==> src/rtl/slc_readback_serializer.sv <==
// slc_readback_serializer: snapshots a super logic cell's AQZ lanes plus CO
// and streams them LSB first over a valid/ready serial interface.
module slc_readback_serializer #(
    parameter int LANES = 8,
    parameter int OVR_W = 8
) (
    input  logic             QCK,
    input  logic             QRT,
    input  logic             QEN,
    input  logic             CAP,
    input  logic [LANES-1:0] AQZ_IN,
    input  logic             CO_IN,
    input  logic             SREADY,
    input  logic             OVR_CLR,
    output logic             SDO,
    output logic             SVALID,
    output logic             SSOF,
    output logic             SEOF,
    output logic             BUSY,
    output logic             DONE,
    output logic [OVR_W-1:0] OVR_CNT
);
    localparam int CW = $clog2(LANES + 1);
    typedef enum logic {IDLE, SHIFT} state_t;
    state_t         state, state_n;
    logic [LANES:0] shreg, shreg_n;
    logic [CW-1:0]  cnt, cnt_n;
    logic           done_n, xfer, last, cap_ok, overrun;
    logic [OVR_W-1:0] ovr_n;
    always_ff @(posedge QCK or posedge QRT) begin
        if (QRT) begin
            state   <= IDLE;
            shreg   <= '0;
            cnt     <= '0;
            DONE    <= 1'b0;
            OVR_CNT <= '0;
        end else begin
            state   <= state_n;
            shreg   <= shreg_n;
            cnt     <= cnt_n;
            DONE    <= done_n;
            OVR_CNT <= ovr_n;
        end
    end
    // A capture coinciding with the last transfer chains frames back to back.
    always_comb begin
        xfer    = (state == SHIFT) && SREADY && QEN;
        last    = xfer && (cnt == CW'(LANES));
        cap_ok  = QEN && CAP && ((state == IDLE) || last);
        overrun = QEN && CAP && (state == SHIFT) && !last;
        state_n = cap_ok ? SHIFT : last ? IDLE : state;
        shreg_n = cap_ok ? {CO_IN, AQZ_IN} : xfer ? (shreg >> 1) : shreg;
        cnt_n   = cap_ok ? '0 : xfer ? cnt + 1'b1 : cnt;
        done_n  = QEN ? last : DONE;
        ovr_n   = !QEN ? OVR_CNT :
                  OVR_CLR ? '0 :
                  (overrun && OVR_CNT != {OVR_W{1'b1}}) ? OVR_CNT + 1'b1 : OVR_CNT;
    end
    always_comb begin
        SDO    = shreg[0];
        SVALID = (state == SHIFT);
        BUSY   = (state == SHIFT);
        SSOF   = (state == SHIFT) && (cnt == '0);
        SEOF   = (state == SHIFT) && (cnt == CW'(LANES));
    end
endmodule

==> config.mk <==
export PLATFORM = sky130hd
export DESIGN_NAME = slc_readback_serializer
export DESIGN_NICKNAME = d
export VERILOG_FILES = /design/src/rtl/slc_readback_serializer.sv
export SDC_FILE = /design/constraint.sdc
export NUM_CORES = 1
export LEC_CHECK = 0
export ABC_AREA = 1
export ABC_CLOCK_PERIOD_IN_PS = 1500
export CAP_MARGIN = 0
export CORE_MARGIN = 5
export CORE_UTILIZATION = 62
export DETAILED_ROUTE_END_ITERATION = 6
export DONT_BUFFER_PORTS = 1
export GPL_TIMING_DRIVEN = 0
export PLACE_DENSITY = 0.78
export SETUP_SLACK_MARGIN = 0.15
export SYNTH_ARGS = -nofsm -noshare
export SYNTH_HDL_FRONTEND = slang
export SYNTH_SLANG_ARGS = --single-unit
export TNS_END_PERCENT = 100
==> constraint.sdc <==
create_clock -name QCK -period 1.5 [get_ports QCK]
set_input_delay 0.225 -clock QCK [delete_from_list [all_inputs] [get_ports QCK]]
set_output_delay 0.225 -clock QCK [all_outputs]
set_load 0.1 [all_outputs]
==> report_table.html, run 1 <==
<table>
<tr><th>Metric</th><th>Value</th></tr>
<tr><th colspan="2">Outcome</th></tr>
<tr><td>Status</td><td>complete, but fails checks</td></tr>
<tr><td>Failing checks</td><td>setup timing</td></tr>
<tr><th colspan="2">Power and ir drop</th></tr>
<tr><td>Pwr dens</td><td>1370 mW/mm^2</td></tr>
<tr><td>Net Sw Power</td><td>about 0.0013 W</td></tr>
<tr><td>Clock network power share</td><td>12.3%</td></tr>
<tr><td>Fraction of power spent switching nets</td><td>49.9%</td></tr>
<tr><td>Pint</td><td>0.00127 W</td></tr>
<tr><td>Comb power frac</td><td>39.1%</td></tr>
<tr><td>Static power due to leakage</td><td>0.847 nW</td></tr>
<tr><td>Portion of total power attributed to sequential cells</td><td>48.6%</td></tr>
<tr><td>Maximum resistive drop on vdd</td><td>1.58 mV</td></tr>
<tr><th colspan="2">Setup path</th></tr>
<tr><td>Critical-path top delay cell</td><td>sky130_fd_sc_hd__nor3_4</td></tr>
<tr><td>Data required time at the worst endpoint</td><td>roughly 1.3 ns</td></tr>
<tr><td>R2r endpoint</td><td>shreg[2]$_DFFE_PP0P_</td></tr>
<tr><td>Worst setup path class</td><td>flop to output port</td></tr>
<tr><td>Crit path launch type</td><td>flop</td></tr>
<tr><td>Origin of the critical flop-to-flop path</td><td>BUSY$_DFFE_PP0P_</td></tr>
<tr><td>CP startpoint</td><td>BUSY$_DFFE_PP0P_</td></tr>
<tr><td>Crit path arrival time</td><td>1.90 ns</td></tr>
<tr><td>Number of cells on the worst reg-to-reg path</td><td>10</td></tr>
<tr><td>Minimum setup slack among reg-to-reg paths</td><td>-0.27 ns</td></tr>
<tr><td>Setup crit end kind</td><td>output port</td></tr>
<tr><td>CP max stage delay</td><td>0.78 ns</td></tr>
<tr><td>Maximum fanout encountered on the critical timing path</td><td>5</td></tr>
<tr><td>Crit-path cells</td><td>inv_6 &gt; nor3_4</td></tr>
<tr><th colspan="2">Final layout</th></tr>
<tr><td># diodes</td><td>0</td></tr>
<tr><td>Fraction of layout instances using a drive strength above 1</td><td>about two fifths</td></tr>
<tr><td>Synth-to-Final Area Change</td><td>35.2%</td></tr>
<tr><td>Number of nets in the layout</td><td>210</td></tr>
<tr><td>Final Cell Area</td><td>0.00185 mm^2</td></tr>
<tr><td>Leading cell types in the layout, fill and taps excluded</td><td>sky130_fd_sc_hd__nand2_1 (41), sky130_fd_sc_hd__nand3_1 (18), sky130_fd_sc_hd__nand2_2 (13), sky130_fd_sc_hd__nor2_1 (13), sky130_fd_sc_hd__dfrtp_1 (12)</td></tr>
<tr><td>Most common cell after layout, fill and taps aside</td><td>sky130_fd_sc_hd__nand2_1</td></tr>
<tr><td>Post-layout utilization of the core</td><td>86.0%</td></tr>
<tr><th colspan="2">Placed design</th></tr>
<tr><td>Placed wire-length estimate after detailed placement</td><td>2190 um</td></tr>
<tr><td>Count of input and output buffers</td><td>0</td></tr>
<tr><td>Placed cell areas</td><td>0.00149 mm^2</td></tr>
<tr><td>Routability congestion estimate from global placement</td><td>roughly 0.8</td></tr>
<tr><th colspan="2">Synth</th></tr>
<tr><td>Total of warnings raised by yosys</td><td>0</td></tr>
<tr><td>Count of flip-flops with a built-in enable after synthesis</td><td>0</td></tr>
<tr><td>Cells after Synth</td><td>171</td></tr>
<tr><td>Basic-gate share of the synthesized area counting and, or, nand and nor cells</td><td>a little over two fifths</td></tr>
<tr><td>Seq cells post-synth</td><td>23</td></tr>
<tr><td>Portion of netlist area occupied by mux cells</td><td>0%</td></tr>
<tr><td>Sequential cell area fraction in the yosys report</td><td>between 40% and 50%</td></tr>
<tr><td>Fraction of post-synthesis cell area in the top cell type by area</td><td>42.1%</td></tr>
<tr><td>Synthesized-area fraction occupied by xor and xnor cells</td><td>1.28%</td></tr>
<tr><td>Post-synth design cell area</td><td>about 0.0014 mm^2</td></tr>
<tr><td>Adder-cell share of the synthesized area</td><td>2.75%</td></tr>
<tr><td>Average cell area after synthesis</td><td>7.99 um^2</td></tr>
<tr><td>Largest family of logic cells by synthesized area</td><td>simple AND/OR/NAND/NOR gates</td></tr>
<tr><td>Complex-gate fraction of the synthesized area</td><td>4.21%</td></tr>
<tr><td>Area leader, netlist</td><td>sky130_fd_sc_hd__dfrtp_1</td></tr>
<tr><td>Post-synthesis cell type count</td><td>25</td></tr>
<tr><td>Primary FF master, synth</td><td>sky130_fd_sc_hd__dfrtp_1</td></tr>
<tr><td>Async set or reset register ratio after synthesis</td><td>between 90% and 100%</td></tr>
<tr><td>Post-Syn Nets</td><td>around 190</td></tr>
<tr><td>Main area contributors after synthesis</td><td>sky130_fd_sc_hd__dfrtp_1 (42%), sky130_fd_sc_hd__nand2_1 (13%), sky130_fd_sc_hd__nand3_1 (7.7%), sky130_fd_sc_hd__nand2_2 (6.0%), sky130_fd_sc_hd__nand3_2 (5.9%)</td></tr>
<tr><th colspan="2">STA</th></tr>
<tr><td>Final WS setup</td><td>-0.623 ns</td></tr>
<tr><td>Actual transition at the worst max-transition pin</td><td>1.01 ns</td></tr>
<tr><td>Hold Violations, Final</td><td>0</td></tr>
<tr><td>Final setup viols</td><td>24</td></tr>
<tr><td>Final cycle utilization of the critical path</td><td>142%</td></tr>
<tr><td>Worst rel slew slack</td><td>32.2%</td></tr>
<tr><td>Post-layout minimum cycle time</td><td>2.12 ns</td></tr>
<tr><td>Count of final max-slew check failures</td><td>0</td></tr>
<tr><td>RSZ-0062 raised after global routing</td><td>true</td></tr>
<tr><td>Setup Skew</td><td>0.00905 ns</td></tr>
<tr><td>F_max</td><td>around 470 MHz</td></tr>
<tr><th colspan="2">Global route</th></tr>
<tr><td>Largest net degree at the start of global routing</td><td>24</td></tr>
<tr><td>Total global-route track usage</td><td>23.4%</td></tr>
<tr><td>Number of global-route vias before repair</td><td>about 1,300</td></tr>
<tr><td>Antenna violations before repair</td><td>0</td></tr>
<tr><td>Global-route wire length before repair</td><td>6000 um</td></tr>
<tr><td>Overall overflow remaining after global route</td><td>0</td></tr>
<tr><th colspan="2">Floorplan</th></tr>
<tr><td>Chip Height</td><td>56.9 um</td></tr>
<tr><td>Number of primary I/O pins</td><td>29</td></tr>
<tr><td>Initial core utilization</td><td>63.6%</td></tr>
<tr><td>Row count</td><td>17</td></tr>
<tr><td>Overall die width</td><td>56.9 um</td></tr>
<tr><td>Area inside the core boundary</td><td>0.00215 mm^2</td></tr>
<tr><td>Die area</td><td>0.00324 mm^2</td></tr>
<tr><th colspan="2">CTS</th></tr>
<tr><td>Clock sink total</td><td>23</td></tr>
<tr><td>Buffer cell driving the clock tree root</td><td>sky130_fd_sc_hd__clkbuf_4</td></tr>
<tr><td>CTS tree</td><td>done</td></tr>
<tr><td>H-tree depth reported by CTS</td><td>1</td></tr>
<tr><td>Worst skew pair latency</td><td>0.34 ns</td></tr>
<tr><td>Clock edge transition at the registers on the reported setup and hold paths</td><td>0.14 ns</td></tr>
<tr><td>Bufs on Longest Clock Path</td><td>2</td></tr>
<tr><td>Number of CTS-inserted buffers</td><td>3</td></tr>
<tr><th colspan="2">Routing</th></tr>
<tr><td>Remaining number of nets flagged by the antenna check after routing</td><td>0</td></tr>
<tr><td>Count of vias placed by the detailed router</td><td>between 1,000 and 1,500</td></tr>
<tr><td>DR iter-0 viols</td><td>108</td></tr>
<tr><td>Ratio of routed vias to standard cells</td><td>roughly 6</td></tr>
<tr><td>WL final</td><td>approximately 4000 um</td></tr>
<tr><td>Total iterations of the first detailed-routing run</td><td>5</td></tr>
<tr><td>Wirelength per Cell</td><td>18.6 um</td></tr>
<tr><td>DRC</td><td>0</td></tr>
<tr><th colspan="2">Hold path</th></tr>
<tr><td>Worst Hold Launch</td><td>AQZ_IN[4]</td></tr>
<tr><td>Terminating pin of the worst hold path</td><td>shreg[4]$_DFFE_PP0P_</td></tr>
<tr><td>Cell depth of the worst hold path</td><td>2</td></tr>
<tr><td>Min-Delay Path Class</td><td>input pin to flop</td></tr>
<tr><th colspan="2">Flow run</th></tr>
<tr><td>Max-cap violations</td><td>0</td></tr>
</table>
-- power groups by stage --
stage                     registers, W  clock network (W)  logic [W]
after floorplan                0.00118                  0   0.000663
after global placement         0.00121                  0   0.000716
after detailed placement       0.00122                  0   0.000750
after CTS                      0.00121           0.000307   0.000838
after global routing           0.00125           0.000342    0.00107
final                          0.00123           0.000313   0.000991
-- worst max path at each step --
stage	endpoint	slack, ns	depth (start not counted)
after global placement	SEOF	-0.22	2
after global routing	SEOF	-0.68	4
after CTS	SEOF	-0.62	2
after floorplan	SEOF	-0.19	2
after detailed placement	SEOF	-0.27	4
final	SEOF	-0.62	2
-- per-stage QoR --
step                setup TNS, ns  cells  power, W  setup WS [ns]  hold WS [ns]
floorplan                  -0.578    171   0.00184         -0.194         0.227
global placement            -1.65    199   0.00192         -0.225         0.338
detailed placement          -2.09    199   0.00197         -0.268         0.346
CTS                         -5.22    213   0.00236         -0.618       0.00968
global route                -6.53    219   0.00267         -0.682       0.00490
finish                      -5.06    219   0.00254         -0.623       0.00745
-- synth_stat cells (2+ instances only) --
master,number
sky130_fd_sc_hd__buf_4,2
sky130_fd_sc_hd__dfrtp_1,23
sky130_fd_sc_hd__ha_1,3
sky130_fd_sc_hd__inv_1,14
sky130_fd_sc_hd__inv_2,3
sky130_fd_sc_hd__nand2_1,47
sky130_fd_sc_hd__nand2_2,13
sky130_fd_sc_hd__nand3_1,21
sky130_fd_sc_hd__nand3_2,8
sky130_fd_sc_hd__nor2_1,16
sky130_fd_sc_hd__nor3_1,3
sky130_fd_sc_hd__o21ai_0,2
sky130_fd_sc_hd__o21ai_1,3
sky130_fd_sc_hd__xor2_1,2
-- per-layer routing --
layer | wire, um | GRT usage, % | part of all wire, %
met1 | 1350 | 24.6 | 33
met2 | 2260 | 44.7 | 55
met3 | 254 | 5.20 | 6.2
met4 | 211 | 8.94 | 5.2
met5 | 0 | 0 | 0
-- repair_timing --
item | 4_1_cts | 5_1_grt
hold buffers | 1 | 0
setup buffers | 6 | 5
hold endpoints to repair | 23 | 0
pin swaps | 6 | 7
gates resized for setup | 15 | 30
gates cloned | 3 | 1
endpoints found under the setup margin | 26 | 31
-- cells by family (layout without fill, tap and decap cells) --
group | count (synthesis) | count (layout)
fa+ha+maj | 3 | 3
simple gates | 113 | 114
xor+xnor | 2 | 2
buf+inv | 21 | 39
compound gates | 9 | 10
flops | 23 | 23
-- cell type report --
cell class	count	area [um^2]
multi-input combinational	129	881
sequential	23	612
fill	105	302
timing repair buffer	13	148
inverter	17	77.6
buffer	4	60.1
tap	28	35.0
clock buffer	3	22.5
timing repair inverter	1	6.26
clock inverter	1	5.00
-- critical path, delay by kind of cell (launching register included) --
family,cells,cell delay [ns]
buf+inv,1,0.07
simple gates,1,0.78
flops,1,0.71
-- state kept, by name, summed over array words and instances (netlist names) --
name and cells:
BUSY 1, OVR_CNT 8, shreg 9, DONE 1, cnt 4
Note: power is estimated with default switching activity, not from simulation.
==> run 2: changes to the inputs <==
Settings changed: RECOVER_POWER from default to 50.
==> report_table.html, run 2 (synthesis gave the netlist of run 1 again) <==
<table>
<tr><th>Metric</th><th>Value</th></tr>
<tr><th colspan="2">Outcome</th></tr>
<tr><td>Status</td><td>complete, but fails checks</td></tr>
<tr><td>Failing checks</td><td>setup timing</td></tr>
<tr><th colspan="2">Final layout</th></tr>
<tr><td>Post-layout utilization of the core</td><td>85.8% (-0.12 points)</td></tr>
<tr><td>Biggest registers after layout</td><td>shreg: 9 flops, OVR_CNT: 8 flops, cnt: 4 flops</td></tr>
<tr><td>Most common cell after layout, fill and taps aside</td><td>sky130_fd_sc_hd__nand2_1</td></tr>
<tr><td>Fraction of layout instances using a drive strength above 1</td><td>41.9% (unchanged)</td></tr>
<tr><td>Top register by number of flip-flops</td><td>shreg</td></tr>
<tr><td># diodes</td><td>0 (unchanged)</td></tr>
<tr><td>Synth-to-Final Area Change</td><td>35.0%</td></tr>
<tr><td>Non-filler instance count after layout</td><td>219 (unchanged)</td></tr>
<tr><td>Max reg flops</td><td>9 (unchanged)</td></tr>
<tr><td>Leading cell types in the layout, fill and taps excluded</td><td>sky130_fd_sc_hd__nand2_1 (41), sky130_fd_sc_hd__nand3_1 (18), sky130_fd_sc_hd__nand2_2 (13), sky130_fd_sc_hd__nor2_1 (13), sky130_fd_sc_hd__dfrtp_1 (12)</td></tr>
<tr><td>Number of nets in the layout</td><td>210 (unchanged)</td></tr>
<tr><th colspan="2">Setup path</th></tr>
<tr><td>Capture point of the critical path</td><td>SEOF</td></tr>
<tr><td>Crit path launch type</td><td>flop</td></tr>
<tr><td>CP startpoint</td><td>BUSY$_DFFE_PP0P_</td></tr>
<tr><td>Delay-heaviest family, CP</td><td>simple AND/OR/NAND/NOR gates</td></tr>
<tr><td>Maximum fanout encountered on the critical timing path</td><td>5 (unchanged)</td></tr>
<tr><td>Critical path buffer and inverter count</td><td>1 (unchanged)</td></tr>
<tr><td>Setup crit end kind</td><td>output port</td></tr>
<tr><td>Worst setup path class</td><td>flop to output port</td></tr>
<tr><td>R2r endpoint</td><td>shreg[2]$_DFFE_PP0P_</td></tr>
<tr><td>Data required time at the worst endpoint</td><td>1.27 ns (about the same)</td></tr>
<tr><td>Critical-path top delay cell</td><td>sky130_fd_sc_hd__nor3_4</td></tr>
<tr><td>Crit path arrival time</td><td>1.90 ns (about the same)</td></tr>
<tr><td>Crit-path cells</td><td>inv_6 &gt; nor3_4</td></tr>
<tr><td>CP max stage delay</td><td>0.78 ns (about the same)</td></tr>
<tr><td>Logic depth of the worst setup path including buffers</td><td>2 (unchanged)</td></tr>
<tr><td>Number of cells on the worst reg-to-reg path</td><td>10 (unchanged)</td></tr>
<tr><td>Origin of the critical flop-to-flop path</td><td>BUSY$_DFFE_PP0P_</td></tr>
<tr><td>Minimum setup slack among reg-to-reg paths</td><td>-0.27 ns (about the same)</td></tr>
<tr><th colspan="2">Placed design</th></tr>
<tr><td>Placed wire-length estimate after detailed placement</td><td>2190 um (unchanged)</td></tr>
<tr><td>Worst-case setup slack after placement</td><td>-0.268 ns (unchanged)</td></tr>
<tr><td>Count of input and output buffers</td><td>0 (unchanged)</td></tr>
<tr><td>Routability congestion estimate from global placement</td><td>0.795 (unchanged)</td></tr>
<tr><td>Cell Count Post-Placement</td><td>199 (unchanged)</td></tr>
<tr><th colspan="2">Global route</th></tr>
<tr><td>Global-route wire length before repair</td><td>6000 um (unchanged)</td></tr>
<tr><td>Total global-route track usage</td><td>23.4% (unchanged)</td></tr>
<tr><td>Number of global-route vias before repair</td><td>1,288 (unchanged)</td></tr>
<tr><td>Antenna violations before repair</td><td>0 (unchanged)</td></tr>
<tr><td>Overall overflow remaining after global route</td><td>0 (unchanged)</td></tr>
<tr><td>Largest net degree at the start of global routing</td><td>24 (unchanged)</td></tr>
<tr><th colspan="2">STA</th></tr>
<tr><td>Actual transition at the worst max-transition pin</td><td>1.05 ns (+0.0341 ns)</td></tr>
<tr><td>Setup Skew</td><td>0.00962 ns (+0.000576 ns)</td></tr>
<tr><td>Worst rel slew slack</td><td>29.7% (-2.4 points)</td></tr>
<tr><td>F_max</td><td>471 MHz (about the same)</td></tr>
<tr><td>Hold Violations, Final</td><td>0 (unchanged)</td></tr>
<tr><td>RSZ-0062 raised after global routing</td><td>true</td></tr>
<tr><td>Final cycle utilization of the critical path</td><td>142% (about the same)</td></tr>
<tr><td>Count of final max-slew check failures</td><td>0 (unchanged)</td></tr>
<tr><td>Final WS setup</td><td>-0.623 ns (-0.000323 ns)</td></tr>
<tr><td>Post-layout minimum cycle time</td><td>2.12 ns (+0.000323 ns)</td></tr>
<tr><td>Final setup viols</td><td>24 (unchanged)</td></tr>
<tr><th colspan="2">CTS</th></tr>
<tr><td>Clock sink total</td><td>23 (unchanged)</td></tr>
<tr><td>H-tree depth reported by CTS</td><td>1 (unchanged)</td></tr>
<tr><td>Buffer cell driving the clock tree root</td><td>sky130_fd_sc_hd__clkbuf_4</td></tr>
<tr><td>Clock edge transition at the registers on the reported setup and hold paths</td><td>0.14 ns (about the same)</td></tr>
<tr><td>CTS tree</td><td>done</td></tr>
<tr><td>Bufs on Longest Clock Path</td><td>2 (unchanged)</td></tr>
<tr><td>Worst skew pair latency</td><td>0.34 ns (about the same)</td></tr>
<tr><td>Number of CTS-inserted buffers</td><td>3 (unchanged)</td></tr>
<tr><th colspan="2">Floorplan</th></tr>
<tr><td>Overall die width</td><td>56.9 um (unchanged)</td></tr>
<tr><td>Die area</td><td>0.00324 mm^2 (unchanged)</td></tr>
<tr><td>Chip Height</td><td>56.9 um (unchanged)</td></tr>
<tr><td>Row count</td><td>17 (unchanged)</td></tr>
<tr><td>Area inside the core boundary</td><td>0.00215 mm^2 (unchanged)</td></tr>
<tr><td>Initial core utilization</td><td>63.6% (unchanged)</td></tr>
<tr><td>Number of primary I/O pins</td><td>29 (unchanged)</td></tr>
<tr><th colspan="2">Routing</th></tr>
<tr><td>DR iter-0 viols</td><td>108 (unchanged)</td></tr>
<tr><td>Count of vias placed by the detailed router</td><td>1,290 (-0.23%)</td></tr>
<tr><td>WL final</td><td>4090 um (+0.22%)</td></tr>
<tr><td>Total iterations of the first detailed-routing run</td><td>7 (+2)</td></tr>
<tr><td>Wirelength per Cell</td><td>18.7 um (+0.22%)</td></tr>
<tr><td>Remaining number of nets flagged by the antenna check after routing</td><td>0 (unchanged)</td></tr>
<tr><td>DRC</td><td>0 (unchanged)</td></tr>
<tr><td>Ratio of routed vias to standard cells</td><td>5.89 (-0.23%)</td></tr>
<tr><th colspan="2">Power and ir drop</th></tr>
<tr><td>Static power due to leakage</td><td>0.847 nW (about the same)</td></tr>
<tr><td>Fraction of power spent switching nets</td><td>49.9% (about the same)</td></tr>
<tr><td>Net Sw Power</td><td>0.00127 W (about the same)</td></tr>
<tr><td>Total power draw</td><td>0.00254 W (about the same)</td></tr>
<tr><td>Maximum resistive drop on vdd</td><td>1.59 mV (+0.13%)</td></tr>
<tr><td>Comb power frac</td><td>39.0% (about the same)</td></tr>
<tr><td>Clock network power share</td><td>12.4% (about the same)</td></tr>
<tr><td>Pint</td><td>0.00127 W (about the same)</td></tr>
<tr><td>Portion of total power attributed to sequential cells</td><td>48.6% (about the same)</td></tr>
<tr><td>Pwr dens</td><td>1380 mW/mm^2 (+0.14%)</td></tr>
<tr><th colspan="2">Hold path</th></tr>
<tr><td>Cell depth of the worst hold path</td><td>2 (unchanged)</td></tr>
<tr><td>Min-Delay Path Class</td><td>input pin to flop</td></tr>
<tr><th colspan="2">Flow run</th></tr>
<tr><td>Max-cap violations</td><td>0 (unchanged)</td></tr>
</table>
## run 2: area by class of cell
| class | count | area (um^2) |
|---|---|---|
| flip-flops and latches | 23 | 612 |
| plain buffers | 4 | 60.1 |
| fillers | 106 | 304 |
| repair buffers | 13 | 148 |
| clock buffers | 3 | 22.5 |
| repair inverters | 1 | 6.26 |
| clock inverters | 1 | 5.00 |
| inverters | 17 | 75.1 |
| well taps | 28 | 35.0 |
| multi-input cells | 129 | 881 |
## run 2: power groups by stage
stage | Combinational, W | Sequential (W) | Clock, W
2_1_floorplan | 0.000663 | 0.00118 | 0
3_3_place_gp | 0.000716 | 0.00121 | 0
3_5_place_dp | 0.000750 | 0.00122 | 0
4_1_cts | 0.000838 | 0.00121 | 0.000307
5_1_grt | 0.00107 | 0.00125 | 0.000342
6_report | 0.000990 | 0.00123 | 0.000313
## run 2: worst min-delay path by stage
stage                    from              endpoint  slack (ns)
floorplan                 QRT      BUSY$_DFFE_PP0P_        0.23
global placement          QRT  shreg[0]$_DFFE_PP0P_        0.34
detailed placement        QRT  shreg[8]$_DFFE_PP0P_        0.35
CTS                 AQZ_IN[2]  shreg[2]$_DFFE_PP0P_        0.01
global route        AQZ_IN[1]  shreg[1]$_DFFE_PP0P_       0.005
finish              AQZ_IN[4]  shreg[4]$_DFFE_PP0P_       0.006
## run 2: layer usage
| layer | GRT usage [%] | share of wire, % | wire (um) |
|---|---|---|---|
| met4 | 8.94 | 5.2 | 211 |
| met2 | 44.7 | 55 | 2260 |
| met5 | 0 | 0 | 0 |
| met3 | 5.20 | 5.6 | 230 |
| met1 | 24.6 | 34 | 1380 |
## run 2: per-stage QoR
stage                     setup TNS, ns  cell area (um^2)  hold slack [ns]
after floorplan                  -0.578              1450            0.227
after global placement            -1.65              1490            0.338
after detailed placement          -2.09              1490            0.346
after CTS                         -5.22              1700          0.00968
after global routing              -6.53              1840          0.00490
final                             -5.04              1840          0.00642
## run 2: what timing repair did
action | 4_1_cts | 5_1_grt
pin swaps | 6 | 7
gates cloned | 3 | 1
resized for setup | 15 | 30
hold endpoints to repair | 23 | 0
hold buffers | 1 | 0
endpoints found under the setup margin | 26 | 31
setup buffers | 6 | 5
## run 2: worst register-to-register path, cell delays in order (launching register included)
cell                      delay [ns]
sky130_fd_sc_hd__dfrtp_4        0.68
sky130_fd_sc_hd__inv_6          0.14
sky130_fd_sc_hd__buf_8          0.12
sky130_fd_sc_hd__nor2_8         0.05
sky130_fd_sc_hd__buf_4          0.14
sky130_fd_sc_hd__buf_12         0.12
sky130_fd_sc_hd__buf_12         0.14
sky130_fd_sc_hd__nand2_4        0.06
sky130_fd_sc_hd__nand3_2        0.08
sky130_fd_sc_hd__o21ai_1        0.10
sky130_fd_sc_hd__inv_1          0.06
